$ cat config.mk
export PLATFORM = sky130hd
export DESIGN_NAME = hdmi_cfg_sequencer
export DESIGN_NICKNAME = d
export VERILOG_FILES = /design/src/rtl/hdmi_cfg_sequencer.sv
export SDC_FILE = /design/constraint.sdc
export NUM_CORES = 1
export LEC_CHECK = 0
export ABC_AREA = 1
export BUFFER_PORTS_ARGS = -buffer_cell sky130_fd_sc_hd__buf_2
export CORE_ASPECT_RATIO = 2
export CORE_UTILIZATION = 23
export DETAILED_ROUTE_END_ITERATION = 7
export PLACE_DENSITY = 0.39
export SLEW_MARGIN = 10
export SYNTH_ARGS = -nofsm -noshare
export SYNTH_HDL_FRONTEND = slang
export SYNTH_SLANG_ARGS = --single-unit
$ cat constraint.sdc
create_clock -name clk -period 1.7 [get_ports clk]
set_input_delay 0.085 -clock clk [delete_from_list [all_inputs] [get_ports clk]]
set_output_delay 0.085 -clock clk [all_outputs]
set_load 0.1 [all_outputs]
$ cat src/rtl/hdmi_cfg_sequencer.sv
// Power-up register-table walker: fetches {reg,data} entries from a synchronous ROM and
// issues one I2C byte write per entry, with inline delays, end marker and NACK retry/backoff.
module hdmi_cfg_sequencer #(
  parameter logic [6:0] DEV_ADDR       = 7'h39,
  parameter int         ROM_AW         = 5,
  parameter int         TABLE_LEN      = 32,
  parameter int         MAX_RETRY      = 3,
  parameter int         PWRUP_CYCLES   = 27000,
  parameter int         BACKOFF_CYCLES = 2700
) (
  input  logic              clk,
  input  logic              rst,
  input  logic              start,
  output logic [ROM_AW-1:0] rom_addr,
  input  logic [15:0]       rom_data,
  output logic              cmd_valid,
  input  logic              cmd_ready,
  output logic [6:0]        cmd_dev,
  output logic [7:0]        cmd_reg,
  output logic [7:0]        cmd_data,
  input  logic              rsp_valid,
  input  logic              rsp_nack,
  output logic              busy,
  output logic              done,
  output logic              error,
  output logic [ROM_AW-1:0] err_index
);

  localparam int DLY_MAX = 255 * 256;
  localparam int WAIT_MAX = (PWRUP_CYCLES > BACKOFF_CYCLES) ? PWRUP_CYCLES : BACKOFF_CYCLES;
  localparam int CNT_MAX  = (WAIT_MAX > DLY_MAX) ? WAIT_MAX : DLY_MAX;
  localparam int CW       = $clog2(CNT_MAX + 1);
  localparam int RW       = (MAX_RETRY < 1) ? 1 : $clog2(MAX_RETRY + 1);

  localparam logic [CW-1:0]     PWRUP_LD   = CW'(PWRUP_CYCLES - 1);
  localparam logic [CW-1:0]     BACKOFF_LD = CW'(BACKOFF_CYCLES - 1);
  localparam logic [ROM_AW-1:0] LAST_IDX   = ROM_AW'(TABLE_LEN - 1);
  localparam logic [RW-1:0]     RETRY_MAX  = RW'(MAX_RETRY);

  typedef enum logic [3:0] {
    S_IDLE, S_PWRUP, S_FETCH, S_DECODE, S_ISSUE,
    S_WAIT_RSP, S_DELAY, S_BACKOFF, S_DONE, S_FAIL
  } state_t;

  state_t            state;
  state_t            next;
  logic [CW-1:0]     cnt;
  logic [ROM_AW-1:0] idx;
  logic [RW-1:0]     retry;
  logic              last;
  logic              is_end;
  logic              is_delay;

  assign last     = (idx == LAST_IDX);
  assign is_end   = (rom_data[15:8] == 8'hFE);
  assign is_delay = (rom_data[15:8] == 8'hFF);
  assign rom_addr = idx;

  always_ff @(posedge clk or posedge rst) begin
    if (rst) state <= S_IDLE;
    else     state <= next;
  end

  always_comb begin
    next = state;
    case (state)
      S_IDLE:     next = S_PWRUP;
      S_PWRUP:    if (cnt == '0) next = S_FETCH;
      S_FETCH:    next = S_DECODE;
      S_DECODE: begin
        if (is_end)        next = S_DONE;
        else if (is_delay) next = S_DELAY;
        else               next = S_ISSUE;
      end
      S_ISSUE:    if (cmd_ready) next = S_WAIT_RSP;
      S_WAIT_RSP: begin
        if (rsp_valid) begin
          if (!rsp_nack)              next = last ? S_DONE : S_FETCH;
          else if (retry < RETRY_MAX) next = S_BACKOFF;
          else                        next = S_FAIL;
        end
      end
      S_BACKOFF:  if (cnt == '0) next = S_ISSUE;
      S_DELAY:    if (cnt == '0) next = last ? S_DONE : S_FETCH;
      S_DONE,
      S_FAIL:     if (start) next = S_FETCH;
      default:    next = S_IDLE;
    endcase
  end

  always_comb begin
    cmd_valid = (state == S_ISSUE);
    busy      = !(state == S_IDLE || state == S_DONE || state == S_FAIL);
    done      = (state == S_DONE);
    error     = (state == S_FAIL);
  end

  // One shared down-counter serves power-up, backoff and delay: each phase lasts load+1 cycles.
  always_ff @(posedge clk or posedge rst) begin
    if (rst) begin
      cnt       <= '0;
      idx       <= '0;
      retry     <= '0;
      cmd_dev   <= '0;
      cmd_reg   <= '0;
      cmd_data  <= '0;
      err_index <= '0;
    end else begin
      case (state)
        S_IDLE:  cnt <= PWRUP_LD;
        S_PWRUP, S_BACKOFF: begin
          if (cnt != '0) cnt <= cnt - CW'(1);
        end
        S_DECODE: begin
          if (is_delay) begin
            cnt <= CW'({rom_data[7:0], 8'h00});
          end else if (!is_end) begin
            cmd_dev  <= DEV_ADDR;
            cmd_reg  <= rom_data[15:8];
            cmd_data <= rom_data[7:0];
            retry    <= '0;
          end
        end
        S_WAIT_RSP: begin
          if (rsp_valid) begin
            if (!rsp_nack) begin
              if (!last) idx <= idx + ROM_AW'(1);
            end else if (retry < RETRY_MAX) begin
              retry <= retry + RW'(1);
              cnt   <= BACKOFF_LD;
            end else begin
              err_index <= idx;
            end
          end
        end
        S_DELAY: begin
          if (cnt != '0)  cnt <= cnt - CW'(1);
          else if (!last) idx <= idx + ROM_AW'(1);
        end
        S_DONE, S_FAIL: begin
          if (start) begin
            idx       <= '0;
            err_index <= '0;
          end
        end
        default: ;
      endcase
    end
  end

endmodule

==> results.txt, run 1 <==
TritonCTS clock tree: built
leakage power: 0.002240 µW
first-pass GRT wire length: 16680 µm
placed inst area: 3928 µm²
Root Buffer: clkbuf_16
Global Route Usage Sum: 15.46%
commonest non-fill, non-tap cell in the layout: nand2_1
busiest grt layer: met2
MaxCap Viol Count: 0
VDD IR max: 0.8509 mV
CP Max Fanout: 5
largest net degree at the start of global routing: 28
Pre-antenna DRT Iters: 4
Period minus WS final: 1.718 ns
PwrDens: 2265 nW/µm²
die width: 84.50 µm
Worst-Skew Late Latency: 0.30 ns
Antenna diodes: 0
crit end category: flop
final setup vio count: 4
Worst setup SP type: flop
Worst Hold Class: input port to flop
Via Count: 3197
register area share after synthesis: 39.17%
Required @ worst endpoint: 1.93 ns
Crit Path Category: flop to flop
met1 Use GR: 14.33%
Setup TNS Final: -0.04340 ns
die area: 14110 µm²
final instance area: 4297 µm²
Mapped Cells: 462
Area Overhead vs Synth: 37.25%
Netlist cell types: 31
Final ANT Viol Nets: 0
adder-cell area share of the yosys netlist: 1.998%
dpl ws: -0.01625 ns
Rel. slew slack: 64.06%
Remaining DRCs: 0
Pins Over Slew Limit: 0
Synth Register Bits: 49
RSZ-0062 raised after global routing: true
Via density: 4.453
Initial Util: 23.43%
Synth Area in Compound Gates: 8.393%
PnR worst setup slack: -0.01797 ns
Core Footprint: 13360 µm²
nets@finish: 590
simple-gate portion of the synthesized area: 39.09%
mux contribution to synthesized area: 0%
Yosys top cell by area: dfrtp_1
Synth Area per Inst: 6.776 µm²
Achievable Freq: 582.1 MHz
fill cell count: 1495
status: finished with violations
failing checks: setup timing
initial DRC count: 143
commonest cells after routing, fill and taps aside: 155 x nand2_1, 52 x buf_2, 48 x inv_1
grt met3 use: 1.288%
Setup Skew: 0.007077 ns
max reg flops: 16
GP Congestion: 0.7693
Die Ht: 167.0 µm
period utilization: 101.1%
Worst EP arrival: 1.95 ns
Port Buffers: 55
Mapped Area: 3131 µm²
Tightest Pin Transition: 0.5383 ns
top area cells in the synthesized netlist: dfrtp_1 39%, nand2_1 20%, inv_1 6.6%, nand3_1 6.1%, nor2_1 5.8%
gr ovfl total: 0
layout cell share with drive strength beyond 1: 33.04%
clock-pin transition on the worst setup and hold timing paths: 0.07 ns
Total Wirelength: 10510 µm
Yosys warning count: 0
H-tree Lvls: 2
DR WL/cell: 14.64 µm
standard-cell rows: 60
vias in the first global route: 3254
Max Buffers Root-to-Sink: 2
Ports: 59
Final HPWL DP: 8382 µm
XOR/XNOR Fraction of Synth Area: 0.2798%
hold slack: 0.04616 ns
final hold violation count: 0
CTS sink count: 49
top cell type's share of synthesized area: 39.17%
initial antenna violation count: 0
largest family of logic cells by synthesized area: simple AND/OR/NAND/NOR gates
M2 GR Usage: 33.44%
CTS Buf Count: 5
-- repair_timing --
item / in CTS / in global routing
cloned: 0 / 1
endpoints found under the setup margin: 8 / 35
resized for setup: 7 / 39
hold buffers: 1 / 0
setup buffers: 2 / 8
pin swaps: 0 / 14
endpoints found under the hold margin: 18 / 0
-- stage by stage --
| step | total power [µW] | util, % | cells |
|---|---|---|---|
| 2_1_floorplan | 6579 | - | 464 |
| 3_3_place_gp | 8346 | 29.39 | 699 |
| 3_5_place_dp | 8384 | 29.39 | 699 |
| 4_1_cts | 9509 | 30.76 | 709 |
| 5_1_grt | 10450 | 32.15 | 718 |
| 6_report | 9734 | 32.15 | 718 |
-- cell usage after synthesis --
master and n:
nand2_1 167, inv_1 55, dfrtp_1 49, nor2_1 48, nand3_1 38, o21ai_0 34, nand2_2 10, a21oi_1 7
buf_4 7, ha_1 5, inv_2 5, nand2_4 4, nor2_4 4, nor3_1 4, buf_6 3, clkbuf_1 3
nand3b_1 2, nor2_2 2, o21bai_1 2, or2_2 2, buf_2 1, buf_8 1, conb_1 1, nand4_1 1
nor3b_1 1, o211ai_1 1, o21a_2 1, o21ai_1 1, o21ai_2 1, o31ai_2 1, xor2_1 1
-- power breakdown --
group          internal (µW)  switching [µW]
clock network            542             481
logic                   2040            4580
registers               1680             421
-- cell families (layout without fill, tap and decap cells) --
family | after synthesis | in the layout
and+or+nand+nor | 283 | 283
buffers and inverters | 75 | 174
DFF | 49 | 49
AOI/OAI and AO/OA | 48 | 48
adders and majority gates | 5 | 5
other | 1 | 3
xor gates and xnor gates | 1 | 1
-- routing by layer --
metal	up-vias	share of wire, %
li1	1617	-
met1	1511	35
met2	56	62
met3	13	1.6
met4	0	1.9
met5	-	0
-- worst max-delay path, stage by stage, from the launching register on --
cell	delay [ns]
dfrtp_1	0.39
inv_2	0.09
ha_4	0.13
inv_2	0.03
nor2_2	0.08
nand2_1	0.06
nor2_2	0.15
nand2_2	0.09
a21oi_2	0.21
buf_6	0.17
buf_4	0.11
nand3b_1	0.07
nand2_1	0.06
-- cell type report --
class | instances | area (µm²) | share of cell area (%)
Clock buffer | 5 | 125.1 | 2.912
Clock inverter | 2 | 16.27 | 0.3786
Inverter | 60 | 227.7 | 5.300
Multi-Input combinational cell | 340 | 1710 | 39.81
Sequential cell | 49 | 1241 | 28.89
Tap cell | 155 | 193.9 | 4.514
Timing Repair Buffer | 107 | 782.0 | 18.20
-- path summary, 6_finish.rpt --
check	slack [ns]	to	cells after the start	startpoint
worst max-delay path	-0.02	rom_addr[1]	12	cnt[1]
worst min-delay path	0.05	cmd_reg[7]	3	rom_data[15]
worst max register to register	-0.02	rom_addr[1]	12	cnt[1]
worst min register to register	0.48	cmd_data[0]	2	cmd_data[0]
max in group asynchronous	0.73	cmd_reg[7]	4	rst
min in group asynchronous	0.38	err_index[1]	3	rst
No activity file was read; power rests on OpenSTA's default activity.
==> run 2: changes to the inputs <==
--- a/config.mk
+++ b/config.mk
@@ -12,4 +12,5 @@
 export DETAILED_ROUTE_END_ITERATION = 7
 export PLACE_DENSITY = 0.39
+export REMOVE_ABC_BUFFERS = 1
 export SLEW_MARGIN = 10
 export SYNTH_ARGS = -nofsm -noshare
==> constraint.sdc (replaced) <==
create_clock -name clk -period 1.7 [get_ports clk]
set_input_delay 0.17 -clock clk [delete_from_list [all_inputs] [get_ports clk]]
set_output_delay 0.17 -clock clk [all_outputs]
set_load 0.1 [all_outputs]
==> run 2 against run 1 <==
Against the previous run:
- the flow finishes with violations (DRC)
- clock skew down 0.0024 ns
- clock power barely moved
- via count is 2.1% lower
- worst setup slack gained 0.085 ns
- final area is 2.2% lower
- global-route usage down 0.93 points
- critical path depth down 7
- routed wire length decreased by 8.1%
- worst hold slack improved by 0.083 ns
- critical path type is now flop to output pin
- critical endpoint is now error
- largest cell class unchanged
- largest power group unchanged
==> results.txt, run 2 (synthesized netlist as in run 1, its figures left out) <==
status: finished with violations
failing checks: DRC
Crit Path Category: flop to output pin
Antenna diodes: 0 (unchanged)
crit end category: output pin
Via density: 4.353 (-2.2%)
Via Count: 3130 (-2.1%)
Final HPWL DP: 7568 µm (-9.7%)
H-tree Lvls: 2 (unchanged)
largest net degree at the start of global routing: 50 (+79%)
PwrDens: 2274 nW/µm² (+0.38%)
Global Route Usage Sum: 14.53% (-0.93 points)
TritonCTS clock tree: built
placed inst area: 3933 µm² (+0.13%)
Total Wirelength: 9658 µm (-8.1%)
final hold violation count: 0 (unchanged)
Ports: 59 (unchanged)
Required @ worst endpoint: 1.53 ns (-0.40 ns)
Setup Skew: 0.004677 ns (-0.002400 ns)
die width: 84.50 µm (unchanged)
CTS sink count: 49 (unchanged)
layout cell share with drive strength beyond 1: 29.26% (-3.8 points)
Worst setup SP type: flop
gr ovfl total: 0 (unchanged)
critical path, cell by cell: inv_1 > nand2_1 > buf_4 > nor2_2 > buf_12
Die Ht: 167.0 µm (unchanged)
standard-cell rows: 60 (unchanged)
Pins Over Slew Limit: 0 (unchanged)
vias in the first global route: 3216 (-1.2%)
initial DRC count: 151 (+5.6%)
leakage power: 0.002242 µW (about the same)
VDD IR max: 0.9930 mV (+17%)
commonest non-fill, non-tap cell in the layout: nand2_1
Port Buffers: 55 (unchanged)
slowest cell on the critical path: dfrtp_2
CP Max Fanout: 6 (+1)
hold slack: 0.1293 ns (+0.08314 ns)
Core Footprint: 13360 µm² (unchanged)
DR WL/cell: 13.43 µm (-8.3%)
Worst EP arrival: 1.46 ns (-0.49 ns)
CTS Buf Count: 5 (unchanged)
final instance area: 4202 µm² (-2.2%)
period utilization: 96.03% (-5.0 points)
nets@finish: 590 (unchanged)
post-layout util: 31.44% (-0.71 points)
Final ANT Viol Nets: 0 (unchanged)
first-pass GRT wire length: 15970 µm (-4.2%)
Setup TNS Final: 0 ns (+0.04340 ns)
RSZ-0062 raised after global routing: true
clock-pin transition on the worst setup and hold timing paths: 0.07 ns (about the same)
Pre-antenna DRT Iters: 6 (+2)
commonest cells after routing, fill and taps aside: 163 x nand2_1, 51 x buf_2, 50 x inv_1
Max Buffers Root-to-Sink: 2 (unchanged)
Worst Hold Class: input port to flop
final setup vio count: 0 (-4)
MaxCap Viol Count: 0 (unchanged)
Area Overhead vs Synth: 34.21%
initial antenna violation count: 0 (unchanged)
Initial Util: 23.43% (unchanged)
GP Congestion: 0.8290 (+7.8%)
fill cell count: 1495 (unchanged)
total power: 9554 µW (-1.8%)
Remaining DRCs: 4 (+4)
Root Buffer: clkbuf_16
Period minus WS final: 1.632 ns (-0.08549 ns)
die area: 14110 µm² (unchanged)
Worst-Skew Late Latency: 0.29 ns (about the same)
Achievable Freq: 612.6 MHz (+5.2%)
CP peak stage delay: 0.48 ns (+0.09 ns)
max reg flops: 16 (unchanged)
[run 2: cell type report]
class | instances | area (µm²) | share of cell area (%)
Clock inverter | 2 | 10.01 | 0.2382
Tap cell | 155 | 193.9 | 4.616
Clock buffer | 6 | 128.9 | 3.067
Timing Repair Buffer | 107 | 769.5 | 18.31
Multi-Input combinational cell | 340 | 1643 | 39.10
Inverter | 60 | 225.2 | 5.360
Sequential cell | 49 | 1231 | 29.30
[run 2: per-layer routing]
layer  vias to the layer above  wire length [µm]  global-route usage, %
met1                      1453              3340                  14.15
met4                         0               218                  6.559
met3                        13               133                  1.288
li1                       1627                 -                      -
met2                        37              5966                  29.66
met5                         -                 0                      0
[run 2: report_power, final]
part           switching [µW]  internal, µW
Clock                     474           543
Combinational            4510          2020
Sequential                351          1650
Total                    5330          4220
[run 2: stage by stage]
step,std cells,worst slack (ns)
floorplan,449,-1.305
global placement,705,0.008635
detailed placement,705,-0.01959
CTS,715,0.002463
global route,719,-0.06112
finish,719,0.06752
[run 2: final timing paths]
path	start	end	slack, ns	cells past startpoint
setup / recovery	state[1]	error	0.07	5
hold / removal	rom_data[12]	cmd_reg[4]	0.13	3
setup reg to reg	cnt[6]	state[2]	0.07	9
hold reg to reg	cmd_reg[4]	cmd_reg[4]	0.49	2
max in group asynchronous	rst	state[3]	0.96	4
min in group asynchronous	rst	cmd_reg[2]	0.47	4
[run 2: timing repair]
action | in CTS | in global routing
hold buffers | 1 | 0
resized for setup | 6 | 24
hold endpoints to repair | 49 | 0
setup buffers | 1 | 4
pin swaps | 1 | 9
endpoints found under the setup margin | 10 | 36
[run 2: worst max-delay path: cells and delay by family (launching register included)]
family,cells,cell delay [ns]
buffers and inverters,3,0.45
AND/OR/NAND/NOR,2,0.25
flip-flops,1,0.48
